==> src/rtl/multicycle_control_fsm.sv <==
// Multicycle MIPS sequencing controller: steps the shared-memory datapath through
// fetch/decode/execute states, with a memory-ready timeout and illegal-opcode flag.
module multicycle_control_fsm #(
    parameter int MEM_TIMEOUT = 15
) (
    input  logic       CLK,
    input  logic       RESET,
    input  logic [5:0] Opcode,
    input  logic       mem_ready,
    output logic       PCWrite,
    output logic       PCWriteCond,
    output logic       IorD,
    output logic       MemRead,
    output logic       MemWrite,
    output logic       IRWrite,
    output logic       MemtoReg,
    output logic       RegDst,
    output logic       RegWrite,
    output logic       ALUSrcA,
    output logic [1:0] ALUSrcB,
    output logic [1:0] ALUOp,
    output logic [1:0] PCSource,
    output logic [3:0] state_out,
    output logic       illegal_op,
    output logic       mem_err
);

    typedef enum logic [3:0] {
        S_FETCH    = 4'd0,
        S_DECODE   = 4'd1,
        S_MEM_ADDR = 4'd2,
        S_MEM_RD   = 4'd3,
        S_MEM_WB   = 4'd4,
        S_MEM_WR   = 4'd5,
        S_EXEC     = 4'd6,
        S_R_WB     = 4'd7,
        S_BRANCH   = 4'd8,
        S_JUMP     = 4'd9,
        S_ADDI_EX  = 4'd10,
        S_ADDI_WB  = 4'd11
    } state_t;

    localparam logic [5:0] OP_LW    = 6'b100011;
    localparam logic [5:0] OP_SW    = 6'b101011;
    localparam logic [5:0] OP_RTYPE = 6'b000000;
    localparam logic [5:0] OP_BEQ   = 6'b000100;
    localparam logic [5:0] OP_J     = 6'b000010;
    localparam logic [5:0] OP_ADDI  = 6'b001000;

    // Last counter value before the access is abandoned.
    localparam logic [7:0] TIMEOUT_LAST = 8'(MEM_TIMEOUT - 1);

    state_t     state_q, state_d;
    logic [7:0] cnt_q, cnt_d;
    logic       illegal_q, illegal_d;
    logic       memerr_q, memerr_d;
    logic       memWait;

    always_ff @(posedge CLK) begin
        if (RESET) begin
            state_q   <= S_FETCH;
            cnt_q     <= 8'd0;
            illegal_q <= 1'b0;
            memerr_q  <= 1'b0;
        end else begin
            state_q   <= state_d;
            cnt_q     <= cnt_d;
            illegal_q <= illegal_d;
            memerr_q  <= memerr_d;
        end
    end

    // A stalled memory state either keeps counting or aborts back to FETCH;
    // the counter is zero whenever the state moves on or memory answers.
    always_comb begin
        state_d   = state_q;
        cnt_d     = 8'd0;
        illegal_d = 1'b0;
        memerr_d  = 1'b0;
        memWait   = (state_q == S_FETCH) || (state_q == S_MEM_RD) || (state_q == S_MEM_WR);

        if (memWait && !mem_ready) begin
            if (cnt_q == TIMEOUT_LAST) begin
                state_d  = S_FETCH;
                memerr_d = 1'b1;
            end else begin
                cnt_d = cnt_q + 8'd1;
            end
        end else begin
            case (state_q)
                S_FETCH:    state_d = S_DECODE;
                S_DECODE: begin
                    case (Opcode)
                        OP_LW, OP_SW: state_d = S_MEM_ADDR;
                        OP_RTYPE:     state_d = S_EXEC;
                        OP_BEQ:       state_d = S_BRANCH;
                        OP_J:         state_d = S_JUMP;
                        OP_ADDI:      state_d = S_ADDI_EX;
                        default: begin
                            state_d   = S_FETCH;
                            illegal_d = 1'b1;
                        end
                    endcase
                end
                S_MEM_ADDR: begin
                    if (Opcode == OP_SW)
                        state_d = S_MEM_WR;
                    else if (Opcode == OP_LW)
                        state_d = S_MEM_RD;
                    else
                        state_d = S_FETCH;
                end
                S_MEM_RD:   state_d = S_MEM_WB;
                S_MEM_WB:   state_d = S_FETCH;
                S_MEM_WR:   state_d = S_FETCH;
                S_EXEC:     state_d = S_R_WB;
                S_R_WB:     state_d = S_FETCH;
                S_BRANCH:   state_d = S_FETCH;
                S_JUMP:     state_d = S_FETCH;
                S_ADDI_EX:  state_d = S_ADDI_WB;
                S_ADDI_WB:  state_d = S_FETCH;
                default:    state_d = S_FETCH;
            endcase
        end
    end

    // Datapath controls are Moore outputs, except the FETCH loads which wait for memory.
    always_comb begin
        PCWrite     = 1'b0;
        PCWriteCond = 1'b0;
        IorD        = 1'b0;
        MemRead     = 1'b0;
        MemWrite    = 1'b0;
        IRWrite     = 1'b0;
        MemtoReg    = 1'b0;
        RegDst      = 1'b0;
        RegWrite    = 1'b0;
        ALUSrcA     = 1'b0;
        ALUSrcB     = 2'b00;
        ALUOp       = 2'b00;
        PCSource    = 2'b00;

        case (state_q)
            S_FETCH: begin
                MemRead = 1'b1;
                ALUSrcB = 2'b01;
                IRWrite = mem_ready;
                PCWrite = mem_ready;
            end
            S_DECODE: begin
                ALUSrcB = 2'b11;
            end
            S_MEM_ADDR, S_ADDI_EX: begin
                ALUSrcA = 1'b1;
                ALUSrcB = 2'b10;
            end
            S_MEM_RD: begin
                MemRead = 1'b1;
                IorD    = 1'b1;
            end
            S_MEM_WB: begin
                RegWrite = 1'b1;
                MemtoReg = 1'b1;
            end
            S_MEM_WR: begin
                MemWrite = 1'b1;
                IorD     = 1'b1;
            end
            S_EXEC: begin
                ALUSrcA = 1'b1;
                ALUOp   = 2'b10;
            end
            S_R_WB: begin
                RegWrite = 1'b1;
                RegDst   = 1'b1;
            end
            S_BRANCH: begin
                ALUSrcA     = 1'b1;
                ALUOp       = 2'b01;
                PCWriteCond = 1'b1;
                PCSource    = 2'b01;
            end
            S_JUMP: begin
                PCWrite  = 1'b1;
                PCSource = 2'b10;
            end
            S_ADDI_WB: begin
                RegWrite = 1'b1;
            end
            default: begin
            end
        endcase

        // Reset must never let a half-finished instruction touch architectural state.
        if (RESET) begin
            PCWrite     = 1'b0;
            PCWriteCond = 1'b0;
            MemRead     = 1'b0;
            MemWrite    = 1'b0;
            IRWrite     = 1'b0;
            RegWrite    = 1'b0;
        end
    end

    assign state_out  = state_q;
    assign illegal_op = illegal_q;
    assign mem_err    = memerr_q;

endmodule

==> config.mk <==
export PLATFORM = sky130hd
export DESIGN_NAME = multicycle_control_fsm
export DESIGN_NICKNAME = d
export VERILOG_FILES = /design/src/rtl/multicycle_control_fsm.sv
export SDC_FILE = /design/constraint.sdc
export NUM_CORES = 1
export LEC_CHECK = 0
export ABC_AREA = 1
export CAP_MARGIN = 0
export CORE_MARGIN = 3
export CORE_UTILIZATION = 45
export CTS_CLUSTER_SIZE = 25
export DETAILED_ROUTE_END_ITERATION = 10
export HOLD_SLACK_MARGIN = 0.08
export MAX_ROUTING_LAYER = met4
export PLACE_DENSITY_LB_ADDON = 0.08
export SYNTH_ARGS = -nofsm -noshare
export SYNTH_HDL_FRONTEND = slang
export SYNTH_SLANG_ARGS = --single-unit
==> constraint.sdc <==
create_clock -name CLK -period 1.5 [get_ports CLK]
set_clock_uncertainty 0.1 [all_clocks]
set_input_delay 0.375 -clock CLK [delete_from_list [all_inputs] [get_ports CLK]]
set_output_delay 0.375 -clock CLK [all_outputs]
set_load 0.1 [all_outputs]
==> metrics.cfg, run 1 <==
[placement]
post-dp-hpwl_mm = 3.82
port_buffers = 30
place.gp.congestion = 0.836

[synthesis]
ys_types = 22
syn_area_um2 = 961
syn_nets = 167
yosysTopAreaCellShare = 0.292
yosys_warnings = 0
synth_sequential_area_ratio = 0.292
yosysTopAreaCell = dfxtp_1
synth_area_per_cell_um2 = 6.16
synthCells = 156
synth_seq_cells = 14
synth_area_leaders = dfxtp_1 (29%), nand2_1 (16%), nor2_1 (11%)

[status]
error_line = [ERROR DPL-0033] detailed placement checks failed during check placement.
status = did not finish
failing_step = 3_5_place_dp

[floorplanning]
die_x_um = 52.2
rows = 16
initial_core_util = 0.485
ioPinCount = 31
die-height_um = 52.2

## Yosys cell counts
| library cell | instances |
|---|---|
| nand2_1 | 42 |
| nor2_1 | 27 |
| inv_1 | 17 |
| nand3_1 | 15 |
| dfxtp_1 | 14 |
| nor2_2 | 11 |
| xor2_1 | 5 |
| a21oi_1 | 4 |
| ha_1 | 2 |
| inv_2 | 2 |
| nand2_2 | 2 |
| nand3_2 | 2 |
| nand4_1 | 2 |
| nor3_1 | 2 |
| nor4_1 | 2 |
| buf_4 | 1 |
| clkbuf_1 | 1 |
| inv_4 | 1 |
| nor2_4 | 1 |
| nor3b_1 | 1 |
| o21ai_0 | 1 |
| xnor2_1 | 1 |
## stage by stage
step | instances | cell area [um2] | TNS (ns) | hold slack [ns]
2_1_floorplan | 156 | 1160 | -7.42 | 0.339
3_3_place_gp | 240 | 1950 | -3.13 | 0.404
## logic make-up after synthesis
logic type               share of synthesized area
flip-flops                                   0.292
adder cells (fa/ha/maj)                     0.0260
XOR/XNOR                                    0.0547
AO/OA/AOI/OAI                               0.0260
AND/OR/NAND/NOR                              0.509
buffers and inverters                       0.0925
==> inputs of run 2 (changes only) <==
==> config.mk (replaced) <==
export PLATFORM = sky130hd
export DESIGN_NAME = multicycle_control_fsm
export DESIGN_NICKNAME = d
export VERILOG_FILES = /design/src/rtl/multicycle_control_fsm.sv
export SDC_FILE = /design/constraint.sdc
export NUM_CORES = 1
export LEC_CHECK = 0
export ABC_AREA = 1
export CAP_MARGIN = 0
export CORE_AREA = 3 3 64 66
export DETAILED_ROUTE_END_ITERATION = 10
export DIE_AREA = 0 0 67 69
export PLACE_DENSITY_LB_ADDON = 0.15
export SYNTH_ARGS = -nofsm -noshare
export SYNTH_HDL_FRONTEND = slang
export SYNTH_SLANG_ARGS = --single-unit
==> run 2 against run 1 <==
The flow now finishes, with violations (negative setup slack). Area after synthesis is the same. Synthesized cell count is the same.
==> metrics.cfg, run 2 <==
[synthesis]
synth_area_per_cell_um2 = 6.16  ; unchanged
synth_sequential_area_ratio = 0.292  ; unchanged
synth_area_leaders = dfxtp_1 (29%), nand2_1 (16%), nor2_1 (11%)
yosys-top-cells-count = nand2_1 (42), nor2_1 (27), inv_1 (17)
synth_seq_cells = 14  ; unchanged
async_reset_ff_frac = 0  ; unchanged
yosysMostFrequentCell = nand2_1
syn_area_um2 = 961  ; unchanged
synthCells = 156  ; unchanged
ys_types = 22  ; unchanged
yosysTopAreaCell = dfxtp_1
syn_nets = 167  ; unchanged
synth_edf_count = 0  ; unchanged
yosys_warnings = 0  ; unchanged
synth_ff_type = dfxtp_1
yosysTopAreaCellShare = 0.292  ; unchanged

[setup_path]
path_max_fanout = 5
worstSetupPathType = reg2out
worst_ep_required_time_ns = 1.02
crit_slowest_cell = dfxtp_4
start_kind = flip-flop
cp_cell_sequence = buf_6 > nand2_8 > nor2_4 > a21oi_2 > nor2_4 > buf_12
slowest_delay_ns = 0.41
crit_buf_inv = 2
critPathTopFamily = flip-flops
path_common_cell = nor2_4
cp-end-kind = primary output
worstPathArrival_ns = 1.31

[clock_tree]
cts_tree = built
cts_made_buffers = 3
cts_sinks = 14
worstSkewPairLatency_ns = 0.25
htreeDepth = 1
clockRootBuffer = clkbuf_8
hold_buffers = 0
clkSlewWorstSetupHoldPaths_ns = 0.06
cts.path.max_buffers = 2

[finish]
layout_commonest_cell = nand2_1
layout-drive-gt1-share = 0.534
nNetsFinal = 235
insertedDiodeCount = 0
regMostFlops = cnt_q
utilization = 0.595
final_cell_mix = nand2_1 (31), buf_4 (27), buf_12 (24)
design_area_mm2 = 0.00216
largest_reg_flops = 8
syn_to_final_growth_pct = 125

[timing]
fmax_ghz = 0.560
min_period_ns = 1.79
hold_viol_final = 0
slew_headroom = 0.825
final_max_slew_viol_count = 0
worst_slack_ns = -0.287
post-route-period-util = 1.19
rsz0062_at_grt = yes
holdWs_ns = 0.421
worst_pin_slew_ns = 0.260
finalSetupViolations = 16

[placement]
post-dp-hpwl_mm = 2.54  ; -34%
port_buffers = 30  ; unchanged
placed_cell_area_mm2 = 0.00199
dp_worst_setup_slack_ns = -0.423
place.gp.congestion = 0.762  ; -8.8%

[global_routing]
grt_pass1_vias = 1208
grt_max_degree = 9
grtUsageTotal = 0.143
grt_pass1_wl_mm = 5.24
gr-total-overflow = 0
antenna_found_initial = 0

[power]
p_leak_nw = 0.948
p_total_mw = 1.25
vdd_ir_drop_max_v = 0.000398
p_per_area_mw_per_mm2 = 578

[detailed_routing]
via_per_inst = 4.37
antenna_left = 0
detail_route.wl_per_cell_um = 11.4
dr.pass1.iters = 4
drt_iter0_drc = 48
drc_errors = 0
drt-total-wl_mm = 3.09
vias = 1185

[min_path]
hp-class = reg2reg

[status]
status = finished, violations left
violations = negative setup slack

[floorplanning]
die_x_um = 67  ; +28%
rows = 22  ; +6
ioPinCount = 31  ; unchanged
dieArea_mm2 = 0.00462
core_mm2 = 0.00363
die-height_um = 69  ; +32%
initial_core_util = 0.264  ; -0.220

[job]
max_cap_violations = 0

-- run 2: cell counts after synthesis --
Identical to the previous run, type by type.
-- run 2: worst paths after layout --
| check | depth (start not counted) | to | start | slack [ns] |
|---|---|---|---|---|
| max | 6 | RegWrite | state_out[2] | -0.29 |
| min | 2 | cnt_q[0] | cnt_q[0] | 0.42 |
| max reg2reg | 8 | cnt_q[4] | state_out[3] | 0.03 |
| min reg2reg | 2 | cnt_q[0] | cnt_q[0] | 0.42 |
-- run 2: final cells by class --
type / count / area [um2]
flip-flops and latches: 14 / 295
clock inverters: 1 / 3.75
fillers: 332 / 1470
well taps: 48 / 60.1
clock buffers: 3 / 41.3
repair buffers: 65 / 828
multi-input cells: 120 / 850
inverters: 20 / 85.1
-- run 2: worst reg2reg max path, delay by kind of cell, from the launching register on --
| kind | cells | cell delay [ns] |
|---|---|---|
| buf+inv | 2 | 0.25 |
| flops | 1 | 0.37 |
| simple gates | 6 | 0.70 |
-- run 2: kinds of logic after synthesis --
| logic type | after synthesis | synth area share |
|---|---|---|
| compound gates | 5 | 0.0260 |
| xor+xnor | 6 | 0.0547 |
| fa+ha+maj | 2 | 0.0260 |
| buf+inv | 22 | 0.0925 |
| flops | 14 | 0.292 |
| simple gates | 107 | 0.509 |
-- run 2: per-layer routing --
metal / wire length [um] / track usage
met3: 125 / 0.0261
met1: 1300 / 0.175
met5: 0 / 0
met4: 48 / 0.0473
met2: 1620 / 0.246
-- run 2: per-stage QoR --
stage | setup TNS [ns] | cells
4_1_cts | -4.38 | 271
6_report | -3.94 | 271
3_5_place_dp | -4.68 | 265
5_1_grt | -6.15 | 271
2_1_floorplan | -7.42 | 156
3_3_place_gp | -4.13 | 265
-- run 2: repair_timing --
item	in CTS	in global routing
buffers inserted	2	0
pin swaps	11	8
setup endpoints to repair	24	28
gates resized for setup	23	10
-- run 2: power breakdown --
part           internal [mW]  total, mW  switching (mW)  leakage (nW)
registers              0.380      0.395          0.0151         0.116
clock network          0.181      0.311           0.130        0.0231
logic                  0.207      0.544           0.337         0.809
total                  0.768       1.25           0.482         0.948
Power figures use the tool's default switching activity.
